## src/rtl/uart_pkg.sv

```systemverilog
// ----------------------------------------------------------------------------
// uart_pkg
//   Definitions shared by the UART receiver and transmitter so that both ends
//   of the link agree on frame shape and default bit timing.
//   - rx_state_e          : receiver FSM state encoding
//   - DATA_BITS           : data bits per frame (8N1)
//   - IDX_WIDTH           : width of a data-bit index
//   - CLKS_PER_BIT_DEFAULT: clk cycles per bit at 12 MHz / 9600 baud
// ----------------------------------------------------------------------------
package uart_pkg;

  localparam int DATA_BITS            = 8;
  localparam int IDX_WIDTH            = $clog2(DATA_BITS);
  localparam int CLKS_PER_BIT_DEFAULT = 1250;

  typedef enum logic [2:0] {
    ST_IDLE  = 3'd0,
    ST_START = 3'd1,
    ST_DATA  = 3'd2,
    ST_STOP  = 3'd3,
    ST_BREAK = 3'd4
  } rx_state_e;

endpackage : uart_pkg

```

## src/rtl/sync2ff.sv

```systemverilog
// ----------------------------------------------------------------------------
// sync2ff
//   Two-flop synchroniser for a single asynchronous input. The reset value is
//   chosen per use so the synchronised signal starts at its idle level.
//   Ports:
//     clk  in  system clock
//     rstn in  synchronous reset, active low
//     d    in  asynchronous input
//     q    out synchronised copy of d (two clk of latency)
// ----------------------------------------------------------------------------
module sync2ff #(
  parameter logic RESET_VAL = 1'b1
) (
  input  logic clk,
  input  logic rstn,
  input  logic d,
  output logic q
);

  logic meta_d, meta_q;
  logic sync_d, sync_q;

  always_comb begin
    meta_d = d;
    sync_d = meta_q;
  end

  always_ff @(posedge clk) begin
    if (!rstn) begin
      meta_q <= RESET_VAL;
      sync_q <= RESET_VAL;
    end else begin
      meta_q <= meta_d;
      sync_q <= sync_d;
    end
  end

  assign q = sync_q;

endmodule : sync2ff

```

## src/rtl/uart_rx.sv

```systemverilog
// ----------------------------------------------------------------------------
// uart_rx
//   8N1 UART receiver. Samples each bit at its middle, assembles the byte LSB
//   first and hands it over through a valid/ack holding register. Framing
//   errors and overruns are reported through sticky flags.
//   Ports:
//     clk       in  system clock
//     rstn      in  synchronous reset, active low
//     rx        in  asynchronous serial input, idle high
//     rx_ack    in  consumer has taken rx_byte; clears rx_valid
//     err_clr   in  clears frame_err and overrun
//     rx_byte   out last received byte
//     rx_valid  out rx_byte holds an unconsumed byte
//     frame_err out sticky: stop bit sampled low
//     overrun   out sticky: byte completed while rx_valid was still set
//     busy      out high whenever the receiver is not idle
// ----------------------------------------------------------------------------
module uart_rx
  import uart_pkg::*;
#(
  parameter int CLKS_PER_BIT = CLKS_PER_BIT_DEFAULT,
  parameter int CNT_WIDTH    = $clog2(CLKS_PER_BIT)
) (
  input  logic       clk,
  input  logic       rstn,
  input  logic       rx,
  input  logic       rx_ack,
  input  logic       err_clr,
  output logic [7:0] rx_byte,
  output logic       rx_valid,
  output logic       frame_err,
  output logic       overrun,
  output logic       busy
);

  localparam logic [CNT_WIDTH-1:0] CNT_FULL = CNT_WIDTH'(CLKS_PER_BIT - 1);
  localparam logic [CNT_WIDTH-1:0] CNT_HALF = CNT_WIDTH'(CLKS_PER_BIT / 2 - 1);
  localparam logic [CNT_WIDTH-1:0] CNT_ONE  = CNT_WIDTH'(1);
  localparam logic [IDX_WIDTH-1:0] IDX_LAST = IDX_WIDTH'(DATA_BITS - 1);
  localparam logic [IDX_WIDTH-1:0] IDX_ONE  = IDX_WIDTH'(1);

  logic rx_s;

  rx_state_e                state_d, state_q;
  logic [CNT_WIDTH-1:0]     cnt_d, cnt_q;
  logic [IDX_WIDTH-1:0]     idx_d, idx_q;
  logic [DATA_BITS-1:0]     shift_d, shift_q;
  logic [7:0]               rx_byte_d, rx_byte_q;
  logic                     rx_valid_d, rx_valid_q;
  logic                     frame_err_d, frame_err_q;
  logic                     overrun_d, overrun_q;

  logic expired;
  logic commit;
  logic frame_bad;

  // Synchronise rx; its reset value of 1 keeps the line idle out of reset.
  sync2ff #(.RESET_VAL(1'b1)) u_rx_sync (
    .clk  (clk),
    .rstn (rstn),
    .d    (rx),
    .q    (rx_s)
  );

  // State register and datapath flops.
  always_ff @(posedge clk) begin
    if (!rstn) begin
      state_q     <= ST_IDLE;
      cnt_q       <= '0;
      idx_q       <= '0;
      shift_q     <= '0;
      rx_byte_q   <= '0;
      rx_valid_q  <= 1'b0;
      frame_err_q <= 1'b0;
      overrun_q   <= 1'b0;
    end else begin
      state_q     <= state_d;
      cnt_q       <= cnt_d;
      idx_q       <= idx_d;
      shift_q     <= shift_d;
      rx_byte_q   <= rx_byte_d;
      rx_valid_q  <= rx_valid_d;
      frame_err_q <= frame_err_d;
      overrun_q   <= overrun_d;
    end
  end

  // Next-state logic: bit timing, deserialisation and the holding register.
  always_comb begin
    state_d     = state_q;
    cnt_d       = cnt_q;
    idx_d       = idx_q;
    shift_d     = shift_q;
    rx_byte_d   = rx_byte_q;
    rx_valid_d  = rx_valid_q;
    frame_err_d = frame_err_q;
    overrun_d   = overrun_q;
    commit      = 1'b0;
    frame_bad   = 1'b0;
    expired     = (cnt_q == '0);

    case (state_q)
      ST_IDLE: begin
        // Half a bit period lands the next sample in the middle of the start bit.
        if (!rx_s) begin
          state_d = ST_START;
          cnt_d   = CNT_HALF;
        end
      end
      ST_START: begin
        if (!expired) begin
          cnt_d = cnt_q - CNT_ONE;
        end else if (rx_s) begin
          state_d = ST_IDLE;
        end else begin
          state_d = ST_DATA;
          idx_d   = '0;
          cnt_d   = CNT_FULL;
        end
      end
      ST_DATA: begin
        if (!expired) begin
          cnt_d = cnt_q - CNT_ONE;
        end else begin
          shift_d[idx_q] = rx_s;
          cnt_d          = CNT_FULL;
          if (idx_q == IDX_LAST) begin
            state_d = ST_STOP;
          end else begin
            idx_d = idx_q + IDX_ONE;
          end
        end
      end
      ST_STOP: begin
        if (!expired) begin
          cnt_d = cnt_q - CNT_ONE;
        end else if (rx_s) begin
          commit  = 1'b1;
          state_d = ST_IDLE;
        end else begin
          frame_bad = 1'b1;
          state_d   = ST_BREAK;
        end
      end
      ST_BREAK: begin
        // Stay here while the line is held low so a break raises one error only.
        if (rx_s) begin
          state_d = ST_IDLE;
        end
      end
      default: begin
        state_d = ST_IDLE;
      end
    endcase

    // An ack coinciding with a commit means the old byte was taken, so the new
    // one replaces it without an overrun.
    if (commit) begin
      if (!rx_valid_q || rx_ack) begin
        rx_byte_d  = shift_q;
        rx_valid_d = 1'b1;
      end
    end else if (rx_ack) begin
      rx_valid_d = 1'b0;
    end

    // Clear first so that a same-cycle set wins.
    if (err_clr) begin
      frame_err_d = 1'b0;
      overrun_d   = 1'b0;
    end
    if (frame_bad) begin
      frame_err_d = 1'b1;
    end
    if (commit && rx_valid_q && !rx_ack) begin
      overrun_d = 1'b1;
    end
  end

  // Outputs.
  always_comb begin
    busy      = (state_q != ST_IDLE);
    rx_byte   = rx_byte_q;
    rx_valid  = rx_valid_q;
    frame_err = frame_err_q;
    overrun   = overrun_q;
  end

endmodule : uart_rx

```

## config.mk

```make
export PLATFORM = sky130hd
export DESIGN_NAME = uart_rx
export DESIGN_NICKNAME = d
export VERILOG_FILES = /design/src/rtl/uart_pkg.sv /design/src/rtl/sync2ff.sv /design/src/rtl/uart_rx.sv
export SDC_FILE = /design/constraint.sdc
export NUM_CORES = 1
export LEC_CHECK = 0
export CAP_MARGIN = 10
export CORE_UTILIZATION = 54
export DETAILED_ROUTE_END_ITERATION = 8
export GPL_TIMING_DRIVEN = 0
export PLACE_DENSITY = 0.75
export SYNTH_ARGS = -nofsm -noshare
export SYNTH_HDL_FRONTEND = slang
export SYNTH_HIERARCHICAL = 1
export SYNTH_SLANG_ARGS = --single-unit
```

## constraint.sdc

```tcl
create_clock -name clk -period 6 [get_ports clk]
set_input_delay 1.8 -clock clk [delete_from_list [all_inputs] [get_ports clk]]
set_output_delay 1.8 -clock clk [all_outputs]
set_load 0.03 [all_outputs]
```

* Word-level counts from Yosys, hierarchy flattened *
Index checks and enable logic that the tools add are counted.

storage, ports and cells
  output and inout port bits = 12
  word-level logic and storage cells = 85
  input bits = 5
  register bits = 38

cells by class
  add/sub/neg operators = 2
  $lt $le $gt $ge = 2
  eq/ne operators = 16
  muxes and demuxes = 35
  reductions and logical operators = 20

operators with widths
  cell                                                    number
  2-to-1 mux 11 bit                                       5
  case mux 11 bit (4 select lines)                        1
  2-to-1 mux 3 bit                                        11
  inequality test 2 bit (second input constant)           8
  case mux 3 bit (5 select lines)                         1
  2-to-1 mux 1 bit                                        13
  logical NOT 11 bit                                      1
  subtractor 11 x 1 -> 11 bit (second input constant)     1
  bitwise mux 8 bit                                       1
  nonzero test 2 bit                                      4
  equality test 3 x 2 -> 1 bit (second input constant)    2
  equality test 3 bit (second input constant)             2
  case mux 3 bit (2 select lines)                         1
  AND reduction 2 bit                                     3
  AND reduction 6 bit                                     1
  AND reduction 5 bit                                     1
  < comparator 3 x 4 -> 1 bit (second input constant)     1
  inequality test 2 x 1 -> 1 bit (second input constant)  2
  AND reduction 4 bit                                     1
  nonzero test 4 bit                                      1
  adder 3 x 1 -> 3 bit (second input constant)            1
  demux 1 bit (select 3 bit)                              1
  equality test 3 x 1 -> 1 bit (second input constant)    1
  >= comparator 3 x 1 -> 1 bit (second input constant)    1
  7 further kinds                                         10

* Logic depth before layout (Yosys ltp) *
Gate-level depths: netlist of run 1.

  depth in word-level cells = 6
  mapped depth = 8

* Cells and area by module *
Netlist of run 1, hierarchy kept.

modules (own cells, without submodules)
  module   area each (µm²)  instances  cells an instance
  uart_rx  1861.8           1          218
  sync2ff  52.6             1          4

* Worst setup path before layout of run 1 *
OpenSTA, ideal clock, no wires.

  path type = register to output
  start point = register state_q[2]
  end point = output busy
  stages on the path, launching flop included = 3
  required time = 4.200 ns
  arrival = 1.012 ns
  path slack = 3.188 ns
  cell sequence = dfxtp_1 -> clkbuf_1 -> or3_1

on the way
  longest elaborated chain between the ends = 1

ends and longest elaborated chain
  what                    RTL line        RTL
  from (decl)             uart_rx.sv:44   rx_state_e state_d, state_q;
  from (signal assigned)  uart_rx.sv:77   state_q <= state_d;
  nonzero test 3 bit      uart_rx.sv:182  busy = (state_q != ST_IDLE);
  to (decl)               uart_rx.sv:33   output logic busy

Every way passes these cells.

* Final worst setup path of run 1 *
Ends and elaborated chain as after synthesis.

==> reports/metrics.csv, run 1 <==
stage,metric,value,unit
layout,Layout Nets,254,
status,status,completed,
worst_setup_path,Bufs and invs on worst path,2,
worst_setup_path,origin of the critical flop-to-flop path,cnt_q[0]$_SDFFE_PN0P_,
timing,RSZ-0062 raised after global routing,no,
worst_hold_path,startpoint of the worst hold path,u_rx_sync/meta_q$_SDFF_PN1_,
worst_setup_path,cell family with most CP delay,buffers and inverters,
clock_network,Post-CTS Setup Inserts,0,
clock_network,post-CTS sizing,0,
worst_hold_path,Hold WC Path Type,register to register,
clock_network,CTS tree,done,
logic_synthesis,Seq cells post-synth,38,
timing,Final Hold Vio Count,0,
global_route,largest net degree at the start of global routing,12,
die,# rows,21,
routing,drt initial violations,112,
die,Vert. Die Dim,61.5,microns
layout,Sequential Area,761,sq um
timing,Period minus WS final,3.82,ns
timing,period utilization,63.7,%
logic_synthesis,largest cells by area after synthesis,"dfxtp_1, mux2i_1, nand2_1",
logic_synthesis,Mapped Cells,222,
worst_setup_path,Slowest cell on crit path,clkdlybuf4s50_1,
clock_network,clock tree sinks,38,
die,die span in x,61.5,microns
worst_setup_path,Critical Path End Type,primary output,
placement,GP Congestion,0.891,
logic_synthesis,Netlist cell types,50,
timing,fmax,0.262,GHz
placement,Placement Setup Slack,2.22,ns
die,io pins,17,
timing,Slew headroom,47.8,%
timing,Slew @ Worst Pin,0.778,ns
die,Initial Util,56.9,%
layout,# diodes,0,
global_route,vias in the first global route,1437,
routing,Avg WL per Cell,13.9,microns
timing,final setup violation count,0,
worst_setup_path,R2R setup slack,3.65,ns
routing,vias per cell,5.68,
routing,total number of vias,1660,
timing,Final Max Tran Viols,0,
worst_setup_path,cells on worst reg2reg path,7,
worst_setup_path,CP cell instances,clkbuf_1 -> or3_1 -> clkdlybuf4s50_1,
worst_setup_path,critical path's largest stage delay,0.67,ns
worst_setup_path,Worst path depth,3,
layout,Layout area overhead,14.5,%
logic_synthesis,syn_nets,231,
timing,hold slack,0.429,ns
clock_network,clk_lat worst skew,0.35,ns
placement,IO Port Bufs,16,
global_route,GRT Resource Usage Total,25.4,%
pwr,Max VDD drop,0.000133,V
layout,combined area of the multi-input logic cells,1070,sq um
global_route,GRT overflow,0,
routing,drt first pass iters,4,
worst_setup_path,kind of critical path,register to primary output,
clock_network,Max clock buf depth,2,
clock_network,root buf cell,clkbuf_4,
layout,share of cells above drive strength 1,6.50,%
worst_setup_path,"Req. time, crit path",4.20,ns
placement,Final HPWL DP,2990,microns
logic_synthesis,register area share after synthesis,39.7,%
logic_synthesis,Synth Cell Area,1910,sq um
global_route,first-pass GRT wire length,6820,microns
worst_setup_path,crit path max fanout,10,
timing,setup TNS,0,ns
pwr,Pwr Density,295,nW/um^2
logic_synthesis,synth cell count leaders,"dfxtp_1, nand2_1, nor2_1",
clock_network,hold_buf cts,0,
logic_synthesis,most frequent cell after synthesis,dfxtp_1,
routing,Post-Route WL,4050,microns
clock_network,TritonCTS Buffers,5,
die,core outline area,3360,sq um
run,Max-Cap Viols,0,
clock_network,CTS clock-pin slew for the worst setup and hold paths,0.10,ns
pwr,P_leak,0.865,nW
worst_setup_path,startpoint types,register,
worst_setup_path,FF-to-FF End,cnt_q[9]$_SDFFE_PN0P_,
logic_synthesis,"Async S/R FF share, synth",0,%
timing,final setup margin,2.18,ns
logic_synthesis,"EDFF count, synth",0,
die,Die ar.,3790,sq um
layout,Filler cells,313,
logic_synthesis,synthesized area per cell,8.62,sq um
routing,antenna-violating nets left,0,
worst_setup_path,crit path DAT,2.02,ns
logic_synthesis,largest area contributor in the netlist,dfxtp_1,
timing,skew final,0.0114,ns
logic_synthesis,"Top FF cell, synth",dfxtp_1,
routing,drt drc,0,
logic_synthesis,Yosys top cell area share,39.7,%
worst_hold_path,Worst Hold Depth,1,
logic_synthesis,Ys Warns,6,
global_route,initial antenna violation count,0,
clock_network,htree depth,2,
worst_hold_path,hold endpoint,u_rx_sync/q$_SDFF_PN1_,
-- cell usage in the layout (no fill, tap or decap), types with 2 or more instances in the layout --
master	count
nor2_1	22
clkbuf_4	5
and2_1	2
o31ai_1	2
nand3b_1	2
nand3_1	8
nand2_1	27
a21oi_1	13
a31o_2	2
ha_1	4
nand4_1	4
clkdlybuf4s50_1	16
nor3b_1	3
clkbuf_1	9
nor3_1	2
o21a_1	5
nor4b_1	2
o21ai_0	6
a31oi_1	2
o22ai_1	3
nand4b_1	3
dfxtp_1	38
a2bb2oi_1	2
inv_1	9
o41ai_1	2
xor2_1	5
or3_1	5
nand2b_1	4
mux2i_1	14
-- kinds of logic after synthesis --
logic type      share of synthesized area [%]
compound gates                           16.4
xor+xnor                                 2.29
fa+ha+maj                                2.61
buf+inv                                  4.31
flops                                    39.7
mux                                      7.91
simple gates                             26.7
-- state kept, by name, summed over array words and instances, names as in the netlist --
| register | count |
|---|---|
| u_rx_sync/q | 1 |
| state_q | 3 |
| shift_q | 8 |
| u_rx_sync/meta_q | 1 |
| cnt_q | 11 |
| overrun | 1 |
| rx_byte | 8 |
| idx_q | 3 |
| frame_err | 1 |
| rx_valid | 1 |
-- layout make-up --
cell class	count	share of cell area, %
plain buffers	10	2.05
clock buffers	7	2.51
clock inverters	1	0.228
inverters	10	1.71
multi-input cells	164	48.9
flip-flops and latches	38	34.7
well taps	46	2.63
repair buffers	16	7.31
-- worst max-delay path by stage --
stage	from	endpoint	slack, ns
2_1_floorplan	state_q[2]$_SDFFE_PN0P_	busy	3.19
3_3_place_gp	rstn	rx_valid$_SDFFE_PN0P_	2.22
3_5_place_dp	rstn	rx_byte[6]$_SDFFE_PN0P_	2.22
4_1_cts	state_q[2]$_SDFFE_PN0P_	busy	2.17
5_1_grt	state_q[2]$_SDFFE_PN0P_	busy	2.07
6_report	state_q[2]$_SDFFE_PN0P_	busy	2.18
-- where the power goes --
part / internal [mW] / total (mW) / switching [mW] / leakage [nW]
clock: 0.0568 / 0.139 / 0.0822 / 0.0353
combinational: 0.0894 / 0.219 / 0.130 / 0.522
sequential: 0.268 / 0.288 / 0.0201 / 0.308
total: 0.414 / 0.646 / 0.232 / 0.865
-- worst reg2reg max path, delay by kind of cell, from the launching register on --
kind                     cells  cell delay (ns)
flip-flops                   1             0.41
adder cells (fa/ha/maj)      1             0.24
buffers and inverters        1             0.10
AND/OR/NAND/NOR              2             0.37
AO/OA/AOI/OAI                3             1.12
-- per-stage QoR --
| stage | instance area (sq um) | utilization [%] | power, mW | instances |
|---|---|---|---|---|
| finish | 2190 | 65.2 | 0.646 | 292 |
| global route | 2190 | 65.2 | 0.692 | 292 |
| CTS | 2190 | 65.2 | 0.649 | 292 |
| detailed placement | 2130 | 63.4 | 0.509 | 284 |
| global placement | 2130 | 63.4 | 0.507 | 284 |
| floorplan | 1910 | - | 0.462 | 222 |
-- metal layers --
layer  GRT usage [%]  part of all wire (%)  vias to the layer above
met2            35.9                    43                       35
met3            9.45                   4.2                        6
li1                -                     -                      845
met5               0                     0                        -
met4            6.67                   1.0                        0
met1            36.2                    52                      774
Note: power is estimated with default switching activity, not from simulation.
==> run 2, diff against run 1 <==
--- a/config.mk
+++ b/config.mk
@@ -6,7 +6,7 @@
 export NUM_CORES = 1
 export LEC_CHECK = 0
 export CAP_MARGIN = 10
-export CORE_UTILIZATION = 54
+export CORE_UTILIZATION = 51
 export DETAILED_ROUTE_END_ITERATION = 8
 export GPL_TIMING_DRIVEN = 0
 export PLACE_DENSITY = 0.75
==> constraint.sdc (replaced) <==
create_clock -name clk -period 3.1 [get_ports clk]
set_input_delay 0.93 -clock clk [delete_from_list [all_inputs] [get_ports clk]]
set_output_delay 0.93 -clock clk [all_outputs]
set_load 0.03 [all_outputs]
==> run 2 against run 1 <==
Critical path type unchanged. Via count down 1.7%. First-iteration DRC count increased by 1.8%. Power is 130% higher. Global-route usage down 4.0 points. Critical path depth stayed put. Utilization grew 0.41 points. Setup slack worse by 1.9 ns.
==> reports/metrics.csv, run 2 (same netlist as run 1, synthesis figures left out) <==
stage,metric,value,unit
status,status,completed,
timing,Final Hold Vio Count,0,
worst_setup_path,crit path max fanout,10,
pwr,Max VDD drop,0.000478,V
timing,final setup violation count,0,
clock_network,CTS tree,done,
worst_setup_path,"Req. time, crit path",2.17,ns
placement,Placement Cell Area,2130,sq um
worst_setup_path,cells on worst reg2reg path,7,
global_route,GRT Resource Usage Total,21.4,%
layout,Layout area overhead,18.8,%
clock_network,Post-CTS Setup Inserts,0,
pwr,P_leak,0.901,nW
die,# rows,21,
worst_setup_path,R2R setup slack,0.79,ns
layout,share of cells above drive strength 1,6.91,%
layout,"non-filler cells, final",292,
timing,fmax,0.352,GHz
worst_setup_path,origin of the critical flop-to-flop path,cnt_q[0]$_SDFFE_PN0P_,
routing,drt first pass iters,4,
routing,Avg WL per Cell,13.4,microns
routing,vias per cell,5.59,
layout,"commonest non-fill, non-tap cell in the layout",dfxtp_1,
timing,RSZ-0062 raised after global routing,no,
placement,dpl cells,284,
timing,Slew @ Worst Pin,0.760,ns
worst_setup_path,kind of critical path,register to primary output,
layout,Layout Nets,254,
clock_network,clock tree sinks,38,
die,Die ar.,4000,sq um
worst_hold_path,Hold WC Path Type,register to register,
timing,Period minus WS final,2.84,ns
global_route,GRT overflow,0,
routing,antenna-violating nets left,0,
timing,Final Max Tran Viols,0,
clock_network,clk_lat worst skew,0.29,ns
timing,Slew headroom,49.0,%
layout,max FFs per register,11,
layout,most flop-heavy register,cnt_q,
worst_setup_path,CP startpoint,state_q[2]$_SDFFE_PN0P_,
timing,skew final,0.00760,ns
die,Vert. Die Dim,63.3,microns
placement,Final HPWL DP,2880,microns
die,die span in x,63.3,microns
die,io pins,17,
timing,period utilization,91.6,%
clock_network,htree depth,2,
global_route,vias in the first global route,1419,
run,Max-Cap Viols,0,
routing,drt drc,0,
timing,setup TNS,0,ns
worst_setup_path,crit path to,busy,
global_route,largest net degree at the start of global routing,13,
global_route,initial antenna violation count,0,
global_route,first-pass GRT wire length,6600,microns
die,core outline area,3470,sq um
clock_network,hold_buf cts,0,
pwr,Pwr Density,657,nW/um^2
clock_network,TritonCTS Buffers,5,
routing,total number of vias,1631,
worst_setup_path,FF-to-FF End,cnt_q[9]$_SDFFE_PN0P_,
routing,drt initial violations,114,
worst_setup_path,Critical Path End Type,primary output,
clock_network,root buf cell,clkbuf_8,
layout,Final Instance Area,2270,sq um
clock_network,Max clock buf depth,2,
worst_setup_path,crit path DAT,1.91,ns
clock_network,post-CTS sizing,0,
layout,most frequent cells in the layout,"dfxtp_1, nand2_1, nor2_1",
layout,Filler cells,310,
clock_network,CTS clock-pin slew for the worst setup and hold paths,0.08,ns
routing,Post-Route WL,3910,microns
layout,# diodes,0,
placement,GP Congestion,0.894,
worst_setup_path,startpoint types,register,
die,Initial Util,55.2,%
placement,IO Port Bufs,16,
## run 2: final cells by class
type	instances	area (sq um)	share of cell area (%)
timing repair buffer	16	160	7.04
sequential	38	761	33.4
tap	46	57.6	2.53
multi-input combinational	164	1070	47.1
inverter	10	37.5	1.65
clock inverter	2	60.1	2.64
clock buffer	6	82.6	3.63
buffer	10	45.0	1.98
## run 2: critical path, stage by stage, from the launching register on
cell and delay (ns):
dfxtp_1 0.42, clkbuf_1 0.34, or3_1 0.18, clkdlybuf4s50_1 0.67
## run 2: how the worst min path moves through the flow
stage                                     start                endpoint  slack (ns)  cells after the start
floorplan           u_rx_sync/meta_q$_SDFF_PN1_  u_rx_sync/q$_SDFF_PN1_        0.39                      1
global placement    u_rx_sync/meta_q$_SDFF_PN1_  u_rx_sync/q$_SDFF_PN1_        0.39                      1
detailed placement  u_rx_sync/meta_q$_SDFF_PN1_  u_rx_sync/q$_SDFF_PN1_        0.40                      1
CTS                 u_rx_sync/meta_q$_SDFF_PN1_  u_rx_sync/q$_SDFF_PN1_        0.42                      1
global route        u_rx_sync/meta_q$_SDFF_PN1_  u_rx_sync/q$_SDFF_PN1_        0.46                      1
finish              u_rx_sync/meta_q$_SDFF_PN1_  u_rx_sync/q$_SDFF_PN1_        0.41                      1
## run 2: where the power goes
group / total (mW) / switching [mW] / internal, mW
logic: 0.424 / 0.251 / 0.173
registers: 0.557 / 0.0380 / 0.519
clock network: 0.513 / 0.170 / 0.343
## run 2: stage by stage
step | total power [mW] | setup WS, ns | hold slack, ns | utilization (%)
final | 1.49 | 0.262 | 0.413 | 65.6
after global routing | 1.58 | 0.146 | 0.458 | 65.6
after CTS | 1.50 | 0.253 | 0.419 | 65.6
after detailed placement | 0.983 | 0.243 | 0.401 | 61.5
after global placement | 0.983 | 0.202 | 0.389 | 61.5
after floorplan | 0.895 | 1.06 | 0.386 | -
## run 2: routing by layer
metal	wire, microns	vias to the layer above	share of wire [%]	GRT usage [%]
li1	-	853	-	-
met1	2030	734	52	30.4
met2	1660	36	42	30.2
met3	159	8	4.1	5.07
met4	56	0	1.4	9.94
met5	0	-	0	0
==> run 3, diff against run 2 <==
--- a/config.mk
+++ b/config.mk
@@ -6,7 +6,7 @@
 export NUM_CORES = 1
 export LEC_CHECK = 0
 export CAP_MARGIN = 10
-export CORE_UTILIZATION = 51
+export CORE_UTILIZATION = 54
 export DETAILED_ROUTE_END_ITERATION = 8
 export GPL_TIMING_DRIVEN = 0
 export PLACE_DENSITY = 0.75
==> constraint.sdc (replaced) <==
create_clock -name clk -period 3.15 [get_ports clk]
set_input_delay 0.945 -clock clk [delete_from_list [all_inputs] [get_ports clk]]
set_output_delay 0.945 -clock clk [all_outputs]
set_load 0.03 [all_outputs]
==> results of run 3 <==
Same layout as run 1 (identical final DEF). Status: completed.
Among the figures that moved: setup slack after placement 2.22 ns -> 0.228 ns; setup slack after layout 2.18 ns -> 0.182 ns; register-to-register setup slack 3.65 ns -> 0.80 ns; total power 0.646 mW -> 1.23 mW; worst IR drop on VDD 0.000133 V -> 0.000253 V
